$ cat src/rtl/tick_bcd_counter_pkg.sv
// rtl/tick_bcd_counter_pkg.sv - shared BCD widths, limits and nibble clamp
package tick_bcd_counter_pkg;

  localparam int BCD_W = 4;
  localparam logic [BCD_W-1:0] BCD_MAX = 4'd9;
  localparam int DEFAULT_DIGITS = 4;

  // Nibbles 10..15 are not valid BCD; they saturate to 9 rather than wrap.
  function automatic logic [BCD_W-1:0] clamp_bcd(input logic [BCD_W-1:0] nib);
    return (nib > BCD_MAX) ? BCD_MAX : nib;
  endfunction

endpackage

$ cat src/rtl/tick_bcd_counter_digit.sv
// rtl/tick_bcd_counter_digit.sv - combinational single-digit BCD up/down step with carry/borrow
module bcd_digit
  import tick_bcd_counter_pkg::*;
(
  input  logic [BCD_W-1:0] digit_i,
  input  logic             up_i,
  input  logic             step_in_i,
  output logic [BCD_W-1:0] next_o,
  output logic             step_out_o
);

  always_comb begin
    next_o     = digit_i;
    step_out_o = 1'b0;
    if (step_in_i) begin
      if (up_i) begin
        if (digit_i >= BCD_MAX) begin
          next_o     = '0;
          step_out_o = 1'b1;
        end else begin
          next_o = digit_i + 4'd1;
        end
      end else begin
        if (digit_i == '0) begin
          next_o     = BCD_MAX;
          step_out_o = 1'b1;
        end else begin
          next_o = digit_i - 4'd1;
        end
      end
    end
  end

endmodule

$ cat src/rtl/tick_bcd_counter.sv
// rtl/tick_bcd_counter.sv - Div_clk rising-edge tick generator driving a multi-digit BCD up/down counter
module tick_bcd_counter
  import tick_bcd_counter_pkg::*;
#(
  parameter int DIGITS = DEFAULT_DIGITS
) (
  input  logic                    clk,
  input  logic                    reset,
  input  logic                    Div_clk,
  input  logic                    en,
  input  logic                    up,
  input  logic                    clr,
  input  logic                    load,
  input  logic [BCD_W*DIGITS-1:0] load_val,
  output logic [BCD_W*DIGITS-1:0] bcd,
  output logic                    tick,
  output logic                    wrap
);

  logic                    div_q;
  logic                    tick_q;
  logic                    wrap_q, wrap_d;
  logic [BCD_W*DIGITS-1:0] bcd_q, bcd_d;
  logic [BCD_W*DIGITS-1:0] stepped;
  logic [BCD_W*DIGITS-1:0] load_clamped;
  logic [DIGITS:0]         step;
  logic                    div_rise;
  logic                    count_step;

  // div_q resets high so a Div_clk already high at release is not an edge.
  assign div_rise   = Div_clk & ~div_q;
  assign count_step = div_rise & en;

  assign step[0] = 1'b1;

  for (genvar g = 0; g < DIGITS; g++) begin : g_digit
    bcd_digit u_digit (
      .digit_i    (bcd_q[g*BCD_W +: BCD_W]),
      .up_i       (up),
      .step_in_i  (step[g]),
      .next_o     (stepped[g*BCD_W +: BCD_W]),
      .step_out_o (step[g+1])
    );
  end

  always_comb begin
    load_clamped = '0;
    for (int i = 0; i < DIGITS; i++) begin
      load_clamped[i*BCD_W +: BCD_W] = clamp_bcd(load_val[i*BCD_W +: BCD_W]);
    end
  end

  always_comb begin
    bcd_d  = bcd_q;
    wrap_d = 1'b0;
    if (clr) begin
      bcd_d = '0;
    end else if (load) begin
      bcd_d = load_clamped;
    end else if (count_step) begin
      bcd_d  = stepped;
      wrap_d = step[DIGITS];
    end
  end

  always_ff @(posedge clk) begin
    if (reset) begin
      div_q  <= 1'b1;
      tick_q <= 1'b0;
      wrap_q <= 1'b0;
      bcd_q  <= '0;
    end else begin
      div_q  <= Div_clk;
      tick_q <= div_rise;
      wrap_q <= wrap_d;
      bcd_q  <= bcd_d;
    end
  end

  assign bcd  = bcd_q;
  assign tick = tick_q;
  assign wrap = wrap_q;

endmodule

$ cat config.mk
export PLATFORM = sky130hd
export DESIGN_NAME = tick_bcd_counter
export DESIGN_NICKNAME = d
export VERILOG_FILES = /design/src/rtl/tick_bcd_counter_pkg.sv /design/src/rtl/tick_bcd_counter_digit.sv /design/src/rtl/tick_bcd_counter.sv
export SDC_FILE = /design/constraint.sdc
export NUM_CORES = 1
export LEC_CHECK = 0
export CAP_MARGIN = 40
export CELL_PAD_IN_SITES_DETAIL_PLACEMENT = 1
export CELL_PAD_IN_SITES_GLOBAL_PLACEMENT = 2
export CORE_MARGIN = 1
export CORE_UTILIZATION = 31
export DETAILED_ROUTE_END_ITERATION = 10
export PLACE_DENSITY_LB_ADDON = 0.1
export SYNTH_ARGS = -nofsm -noshare
export SYNTH_HDL_FRONTEND = slang
export SYNTH_SLANG_ARGS = --single-unit
$ cat constraint.sdc
create_clock -name clk -period 4.2 [get_ports clk]
set_clock_uncertainty 0.2 [all_clocks]
set_input_delay 0.84 -clock clk [delete_from_list [all_inputs] [get_ports clk]]
set_output_delay 0.84 -clock clk [all_outputs]
set_load 0.02 [all_outputs]
Word-level counts from Yosys, hierarchy flattened
Index checks and enable logic that the tools add are counted.
{"block": "word_totals", "ram_bits": 0, "word_cells": 76, "in_bits": 23, "memories": 0, "out_inout_bits": 18, "romBits": 0, "latch_bits": 0, "regBits": 19}
{"block": "classes", "magnitude_cmp": 8, "bitwise": 5, "div_mod_pow": 0, "addsub": 8, "reduce_logical": 13, "multipliers": 0, "n_eq_ne": 0, "mux": 35, "shifts": 0}
{"cell": "4-bit two-way mux", "count": 19}
{"cell": "16-bit two-way mux", "count": 2}
{"cell": "4-bit by 1-bit adder with 4-bit output (second input constant)", "count": 4}
{"cell": "4-bit >= comparator (second input constant)", "count": 4}
{"cell": "4-bit greater-than comparator (second input constant)", "count": 4}
{"cell": "4-bit logical NOT", "count": 4}
{"cell": "4-bit by 1-bit subtractor with 4-bit output (second input constant)", "count": 4}
{"cell": "1-bit two-way mux", "count": 14}
{"cell": "2-bit nonzero test", "count": 4}
{"cell": "2-bit AND reduction", "count": 3}
{"cell": "5-bit OR reduction", "count": 1}
{"cell": "1-bit inverter", "count": 3}
{"cell": "1-bit AND", "count": 2}
{"cell": "2-bit OR reduction", "count": 1}

Longest topological paths before layout
Gate-level depths: netlist of the first run.
{"block": "logic_depth", "depth_word": 8, "mapped_depth": 7, "mapped_depth_nobuf": 7}

Modules after synthesis
A second synthesis of the first run with hierarchy kept.
{"block": "unflattened", "hier_cells": 257, "hier_area_um2": 2204.6}
{"module": "bcd_digit", "n_inst": 4, "cells_each": 38, "seq_area_each_um2": 0.0, "area_each_um2": 290.3}
{"module": "tick_bcd_counter", "n_inst": 1, "cells_each": 105, "seq_area_each_um2": 380.4, "area_each_um2": 1043.5}

Least setup slack after synthesis of the first run
Ideal clock, no wire load.
{"block": "synth_path", "path_kind": "register to register", "start": "register bcd_q[0] (netlist: bcd[0])", "end": "register bcd_q[10] (netlist: bcd[10])", "arrival_ps": 1866, "path_slack_ps": 2003, "period_less_slack_ps": 2197, "path_stages_with_launch": 8, "required_time_ps": 3869, "path_buffers": 0, "setup_ps": 131, "path_cell_list": "dfxtp_1 > inv_1 > ha_1 > or3b_4 > a31oi_2 > o31ai_4 > o311a_1 > nor3_2"}
{"block": "synth_via", "elab_chain_len": 6, "elab_cells_between_ends": 8, "classes_between": "order compare: 1; mux: 4; reduce/logical: 3"}
{"element": "start, declared", "line": "tick_bcd_counter.sv:23", "source": "logic [BCD_W*DIGITS-1:0] bcd_q, bcd_d;"}
{"element": "start signal, assigned", "line": "tick_bcd_counter.sv:71", "source": "bcd_q <= '0;"}
{"element": "start signal, assigned", "line": "tick_bcd_counter.sv:76", "source": "bcd_q <= bcd_d;"}
{"element": "4-bit >= comparator or 4-bit logical NOT (tied branches)", "line": "tick_bcd_counter_digit.sv:17, tick_bcd_counter_digit.sv:24"}
{"element": "1-bit two-way mux (on tied branches)", "line": "tick_bcd_counter_digit.sv:17, tick_bcd_counter_digit.sv:24"}
{"element": "1-bit two-way mux *", "line": "tick_bcd_counter_digit.sv:16", "source": "if (up_i) begin"}
{"element": "1-bit two-way mux *", "line": "tick_bcd_counter_digit.sv:15", "source": "if (step_in_i) begin"}
{"element": "2-bit nonzero test (no line) *"}
{"element": "2-bit AND reduction (no line) *"}
Mark *: on every way between the ends. The rest lies on a longest branch, timed or not.
A chain may end at the register's enable or synchronous reset.

Final worst setup path of the first run
{"block": "layout_path", "start": "input up", "end": "register bcd_q[10] (netlist: bcd[10])"}
{"block": "layout_via", "elab_chain_len": 4, "elab_cells_between_ends": 9, "classes_between": "mux: 7; reduce/logical: 2"}
{"element": "start, declared", "line": "tick_bcd_counter.sv:11", "source": "input logic up,"}
{"element": "4-bit two-way mux or 1-bit two-way mux (tied branches)", "line": "tick_bcd_counter_digit.sv:16"}
{"element": "4-bit two-way mux or 1-bit two-way mux (tied branches)", "line": "tick_bcd_counter_digit.sv:15"}
{"element": "16-bit two-way mux or 2-bit nonzero test (tied branches)"}
{"element": "16-bit two-way mux or 2-bit AND reduction (tied branches)"}
Parallel ways exist; a longest one is shown, timed or not. The select of a mux whose other input is x is not followed.

==> key figures, run 1 <==
Synthesis
  • Largest cells by area after synthesis: sky130_fd_sc_hd__dfxtp_1 21%, sky130_fd_sc_hd__ha_1 8.8%, sky130_fd_sc_hd__a21oi_1 5.2%
  • Synth area leader: sky130_fd_sc_hd__dfxtp_1
  • Post-synthesis sequential element count: 19
  • Post-synthesis share of cell area spent on xor and xnor gates: under 10%
  • Number of enable-type register cells in the synthesized netlist: 0
  • Combinational family with the most area after synthesis: compound AO/OA/AOI/OAI gates
  • Post-synthesis instance total: about 240
  • Synthesized area per cell: slightly below 8 sq um
  • Simple-Gate Fraction of Synth Area: 24.4%
  • Cell area after synthesis: between 1500 and 2000 sq um
  • Synthesized Nets: 273
  • Synthesized-area fraction occupied by adder cells: between 8 and 9%
  • Multiplexer share of the synthesized area: less than 1%
  • Sequential area share after synthesis: between 20% and 30%
  • Main flop type after synthesis: sky130_fd_sc_hd__dfxtp_1
  • Share of the synthesized area in compound gates (AO/OA/AOI/OAI): a little over a third
  • Number of distinct library cells after synthesis: slightly above 60
  • Synth async-reset ratio: 0%
  • Top cell type's share of synthesized area: just over 20%
  • Synthesis warning total: 0

Critical path
  • Critical Path End: bcd[10]$_SDFFE_PP0P_
  • Slowest-stage cell, CP: sky130_fd_sc_hd__clkdlybuf4s50_1
  • Longest individual stage delay on the worst path: around 0.7 ns
  • Reg2Reg Setup Slack: 1.87 ns
  • Crit Path Class: input port to register
  • Worst EP required: 4.14 ns
  • Startpoint kind of the worst setup timing path: input port
  • Data arrival time of the critical path: 2.84 ns
  • FF-to-FF End: bcd[6]$_SDFFE_PP0P_
  • Reg2reg start: bcd[0]$_SDFFE_PP0P_
  • Cell breakdown of the critical path: clkdlybuf4s50_1, nor4b_2, a31oi_2, o31ai_4, o311a_1, nor3_2
  • Crit-path max FO: 16
  • Crit. End Element: register
  • Worst setup path startpoint: up
  • Number of cells on the worst reg-to-reg path: 7

Clocking
  • TritonCTS sink count: 19
  • Maximum count of clock buffers along a single path: 2
  • CTS tree: built
  • Post-CTS sizing: 0
  • H-Tree Depth: 1
  • Post-CTS setup buffer count: 0
  • Clock latency reported for the late side of the worst-skew pair: 0.26 ns
  • CTS Buf Count: 3
  • Clock-pin slew of the registers on the worst-case setup and hold paths: 0.08 ns
  • Clock Root Buffer: sky130_fd_sc_hd__clkbuf_8
  • Total of hold buffers inserted after clock tree synthesis: 0

Power and ir drop
  • Power share of the clock group: between 20% and 30%
  • Internal power: around 330 uW
  • Power share of the sequential group: 41.4%
  • Comb pwr share: between 30% and 40%
  • Switching component of the power: 160 uW
  • Standby leakage power: 0.000820 uW
  • Switching share of power: about a third
  • Peak supply drop: 0.000151 V
  • Cell area power density: between 200 and 250 nW/um^2

Floorplan
  • Total number of placement rows: 27
  • Width of the die: 79.1 um
  • Die height: around 79 um
  • Full die area: about 6300 sq um
  • Core area: around 5600 sq um
  • Starting density of the core: 32.9%
  • Count of boundary I/O pins: roughly 40

GRT
  • Overall Global Routing Usage: 18.4%
  • Via count of the first global-routing pass: 1840
  • Initial antenna violation count: 0
  • Wire length of the first global-routing pass: roughly 9200 um
  • Maximum number of pins on one net before global-route repair: 29
  • Total congestion overflow after global routing: 0

Cells and area
  • Final instance count without filler cells: 342
  • Filler cells: approximately 710
  • Diodes inserted: 0
  • Share of post-route cells with drive strength above 1: under 10%
  • Area Growth Syn to Fin: 27.2%
  • Count of nets after finishing: slightly above 300
  • Commonest cells after routing, fill and taps aside: 40 x sky130_fd_sc_hd__clkdlybuf4s50_1, 20 x sky130_fd_sc_hd__nor2_1, 19 x sky130_fd_sc_hd__inv_1, 19 x sky130_fd_sc_hd__a21oi_1, 19 x sky130_fd_sc_hd__dfxtp_1
  • Most frequent standard cell in the layout excluding fill and tap cells: sky130_fd_sc_hd__clkdlybuf4s50_1

Place
  • Port Buf Inserts: 40
  • Global placer's final weighted congestion: 0.746
  • Total half-perimeter wirelength after legalization and detailed placement: roughly 4000 um
  • Cell count after placement: roughly 340

STA
  • Post-layout min period: 2.90 ns
  • Final critical-path share of the clock period: ~70%
  • Worst Tran Pin Value: ~0.57 ns
  • Final setup fails: 0
  • Final hold vios: 0
  • Tightest slew margin relative to the limit: a little over 60%
  • Pins Over Slew Limit: 0
  • Sum of negative setup slack: 0 ns
  • F_max: 344 MHz
  • Unrepaired setup endpoints after global routing: false
  • Final Hold Slack: 0.236 ns

Route
  • Total wire length after detailed routing: 5400 um
  • Number of design rule violations left after detail routing: 0
  • Number of optimization iterations in the first detailed-route pass: 4
  • Final routed wire length divided by cell count: ~16 um
  • DR vias: roughly 1.9k
  • Violation count after the first detailed-routing iteration: 65
  • Antenna violation net count after detailed routing: 0
  • Via density: ~5.4

Flow run
  • Max cap viols: 0

Min path
  • Type of the worst min-delay path: register to register

Status
  • Status: finished clean
[power groups by stage]
stage | clock [uW] | combinational [uW] | sequential [uW]
final | 130 | 157 | 203
after global routing | 143 | 174 | 205
after CTS | 138 | 159 | 203
after detailed placement | 0 | 158 | 207
after global placement | 0 | 157 | 207
after floorplan | 0 | 95.3 | 208
[worst max-delay path: cells and delay by family]
kind / cells / cell delay (ns)
AOI/OAI and AO/OA: 3 / 0.73
buffers and inverters: 1 / 0.70
and+or+nand+nor: 2 / 0.56
[per-stage QoR]
stage / power, uW / cell area, sq um / setup WS [ns] / util [%]
after detailed placement: 365 / 2300 / 1.05 / 41.0
after floorplan: 303 / 1840 / 2.00 / -
after global routing: 522 / 2340 / 1.14 / 41.8
after global placement: 364 / 2300 / 1.10 / 41.0
after CTS: 500 / 2340 / 1.32 / 41.8
final: 490 / 2340 / 1.30 / 41.8
[layer usage]
layer / up-vias / routed length (um) / part of all wire, % / global-route usage, %
met1: 877 / 2690 / 50 / 25.2
li1: 952 / - / - / -
met4: 0 / 12 / 0.22 / 2.18
met2: 28 / 2540 / 47 / 31.3
met5: - / 0 / 0 / 0
met3: 2 / 155 / 2.9 / 2.76
[synthesized netlist by cell type (all sizes together) (2+ instances only)]
library cell  instances
nor4b                 3
a31oi                 4
a311o                 5
xnor2                 3
inv                  19
nor3                  4
o311ai                3
nand2                 8
ha                   13
nor2b                 2
nor2                 20
o31ai                 5
a21oi                20
nand3                15
a31o                  2
o21bai                4
a221oi                2
o21ai                19
nor3b                 2
a211oi                5
nand3b                7
or2                   3
a311oi                4
dfxtp                19
o21a                  2
clkbuf                8
nand2b                2
or3b                  5
buf                   7
o211ai                3
[cell type report]
class / instances / area [sq um] / area share (%)
flip-flops and latches: 19 / 380 / 16.2
clock buffers: 4 / 45.0 / 1.92
multi-input cells: 184 / 1330 / 56.6
repair buffers: 44 / 430 / 18.4
inverters: 19 / 71.3 / 3.04
well taps: 72 / 90.1 / 3.84
[registers in the layout, summed over array words and instances (netlist names)]
register  flops
bcd          16
div_q         1
tick          1
wrap          1
[worst min path at each step]
| stage | from | slack [ns] | end | cells after the start |
|---|---|---|---|---|
| after floorplan | div_q$_SDFF_PP1_ | 0.20 | tick$_SDFF_PP0_ | 1 |
| after global placement | div_q$_SDFF_PP1_ | 0.22 | tick$_SDFF_PP0_ | 1 |
| after detailed placement | div_q$_SDFF_PP1_ | 0.23 | tick$_SDFF_PP0_ | 1 |
| after CTS | div_q$_SDFF_PP1_ | 0.24 | tick$_SDFF_PP0_ | 1 |
| after global routing | div_q$_SDFF_PP1_ | 0.26 | tick$_SDFF_PP0_ | 1 |
| final | div_q$_SDFF_PP1_ | 0.24 | tick$_SDFF_PP0_ | 1 |
[cells by family after synthesis]
logic type | count (synthesis)
compound gates | 88
simple gates | 78
buf+inv | 34
flops | 19
fa+ha+maj | 13
xor+xnor | 4
mux | 1
Power figures use the tool's default switching activity.
==> run 2, diff against run 1 <==
Settings changed: CORE_UTILIZATION 31 to 26.
Clock period 4.2 ns to 2.4 ns, I/O delays scaled along.
==> run 2 against run 1 <==
Net effect: largest power group unchanged; total power grew 84%; via count increased by 5.1%; global-route usage down 1.9 points; largest cell class unchanged; combinational power rose by 100%; non-clock buffer count grew 22; clock-buffer cell count down 1; sequential share of layout area shrank 1.3 points.
==> key figures, run 2 (same netlist as run 1, synthesis figures left out) <==
GRT
  • Via count of the first global-routing pass: 2026
  • Maximum number of pins on one net before global-route repair: 21
  • Total congestion overflow after global routing: 0
  • Overall Global Routing Usage: roughly 17%
  • Wire length of the first global-routing pass: between 9000 and 10000 um
  • Initial antenna violation count: 0

Critical path
  • Data arrival time of the critical path: 2.17 ns
  • Crit path buf inv count: 2
  • Worst path top cell family by delay: compound AO/OA/AOI/OAI gates
  • Slowest-stage cell, CP: sky130_fd_sc_hd__clkdlybuf4s50_1
  • Crit. End Element: register
  • Crit-path max FO: 8
  • Crit Path Class: input port to register
  • Worst EP required: about 2.4 ns
  • Longest individual stage delay on the worst path: 0.40 ns
  • Cell breakdown of the critical path: clkdlybuf4s50_1, buf_4, or3b_1, o2bb2ai_1, a41oi_4, o31ai_1
  • Reg2Reg Setup Slack: ~0.22 ns
  • Startpoint kind of the worst setup timing path: input port

STA
  • F_max: ~460 MHz
  • Unrepaired setup endpoints after global routing: false
  • Final critical-path share of the clock period: between 90% and 100%
  • Sum of negative setup slack: 0 ns
  • Tightest slew margin relative to the limit: around 73%
  • Pins Over Slew Limit: 0
  • Worst Tran Pin Value: 0.400 ns
  • Final setup fails: 0
  • Post-layout min period: 2.19 ns
  • Final hold vios: 0

Route
  • Met3 Wirelength: around 120 um
  • Via density: 5.03
  • Number of design rule violations left after detail routing: 0
  • Uppermost signal routing layer after detailed routing: met4
  • Antenna violation net count after detailed routing: 0
  • Final routed wire length divided by cell count: approximately 15 um
  • DR vias: 1953
  • Total wire length after detailed routing: about 5800 um
  • Met2 Routed Length: around 2800 um
  • Violation count after the first detailed-routing iteration: 36
  • Metal1 wirelength: roughly 2900 um
  • Number of optimization iterations in the first detailed-route pass: 4

Floorplan
  • Total number of placement rows: 30
  • Core area: 6830 sq um
  • Count of boundary I/O pins: 41
  • Starting density of the core: 27.0%
  • Die height: approximately 86 um
  • Full die area: between 7000 and 8000 sq um
  • Width of the die: 86.2 um

Place
  • Port Buf Inserts: 40
  • Placed cell area: roughly 2500 sq um
  • Total half-perimeter wirelength after legalization and detailed placement: 4520 um
  • Global placer's final weighted congestion: approximately 0.72

Clocking
  • CTS Buf Count: 3
  • Total of hold buffers inserted after clock tree synthesis: 0
  • Post-CTS setup buffer count: 0
  • Clock Root Buffer: sky130_fd_sc_hd__clkbuf_8
  • Clock latency reported for the late side of the worst-skew pair: between 0.2 and 0.3 ns
  • CTS tree: built
  • Clock-pin slew of the registers on the worst-case setup and hold paths: roughly 0.08 ns
  • Maximum count of clock buffers along a single path: 2
  • H-Tree Depth: 1
  • TritonCTS sink count: 19
  • Post-CTS sizing: 0

Flow run
  • Max cap viols: 0

Cells and area
  • Util after Layout: between 30% and 40%
  • Most frequent standard cell in the layout excluding fill and tap cells: sky130_fd_sc_hd__clkdlybuf4s50_1
  • Share of post-route cells with drive strength above 1: between 10% and 20%
  • Filler cells: ~860
  • Diodes inserted: 0
  • Area Growth Syn to Fin: 38.0%
  • Largest register FFs: 16
  • Cell area after layout: between 2000 and 3000 sq um
  • Commonest cells after routing, fill and taps aside: 40 x sky130_fd_sc_hd__clkdlybuf4s50_1, 26 x sky130_fd_sc_hd__buf_4, 20 x sky130_fd_sc_hd__nor2_1
  • Count of nets after finishing: roughly 330

Status
  • Status: finished clean

Power and ir drop
  • Cell area power density: 355 nW/um^2
  • Standby leakage power: slightly above 0.0009 uW
  • Peak supply drop: between 0.00015 and 0.0002 V

Min path
  • Type of the worst min-delay path: register to register
==> run 2: per-stage QoR <==
| step | instances | power [uW] | setup slack (ns) | hold WS, ns |
|---|---|---|---|---|
| after global routing | 388 | 961 | 0.0840 | 0.276 |
| after global placement | 384 | 667 | -0.0170 | 0.223 |
| after CTS | 388 | 914 | 0.197 | 0.246 |
| after detailed placement | 384 | 668 | -0.0651 | 0.230 |
| final | 388 | 904 | 0.210 | 0.239 |
| after floorplan | 237 | 530 | 0.203 | 0.201 |
==> run 2: cell type report <==
type / instances / area (sq um) / area share, %
well taps: 96 / 120 / 4.72
clock buffers: 3 / 41.3 / 1.62
clock inverters: 1 / 7.51 / 0.295
repair buffers: 66 / 596 / 23.4
inverters: 19 / 71.3 / 2.80
multi-input cells: 184 / 1330 / 52.2
flip-flops and latches: 19 / 380 / 15.0
==> run 2: where the power goes <==
| part | switching [uW] | internal, uW |
|---|---|---|
| combinational | 161 | 153 |
| clock | 129 | 117 |
| sequential | 16.6 | 327 |
| total | 306 | 598 |
==> run 2: path summary, 6_finish.rpt <==
kind	start	depth (start not counted)	to
worst max register to register	bcd[9]$_SDFFE_PP0P_	7	bcd[14]$_SDFFE_PP0P_
worst max-delay path	up	6	bcd[15]$_SDFFE_PP0P_
worst min register to register	div_q$_SDFF_PP1_	1	tick$_SDFF_PP0_
worst min-delay path	div_q$_SDFF_PP1_	1	tick$_SDFF_PP0_
==> run 2: metal layers <==
| metal | global-route usage, % | up-vias |
|---|---|---|
| met1 | 22.4 | 930 |
| met4 | 3.18 | 0 |
| met5 | 0 | - |
| met2 | 28.6 | 26 |
| li1 | - | 995 |
| met3 | 1.71 | 2 |
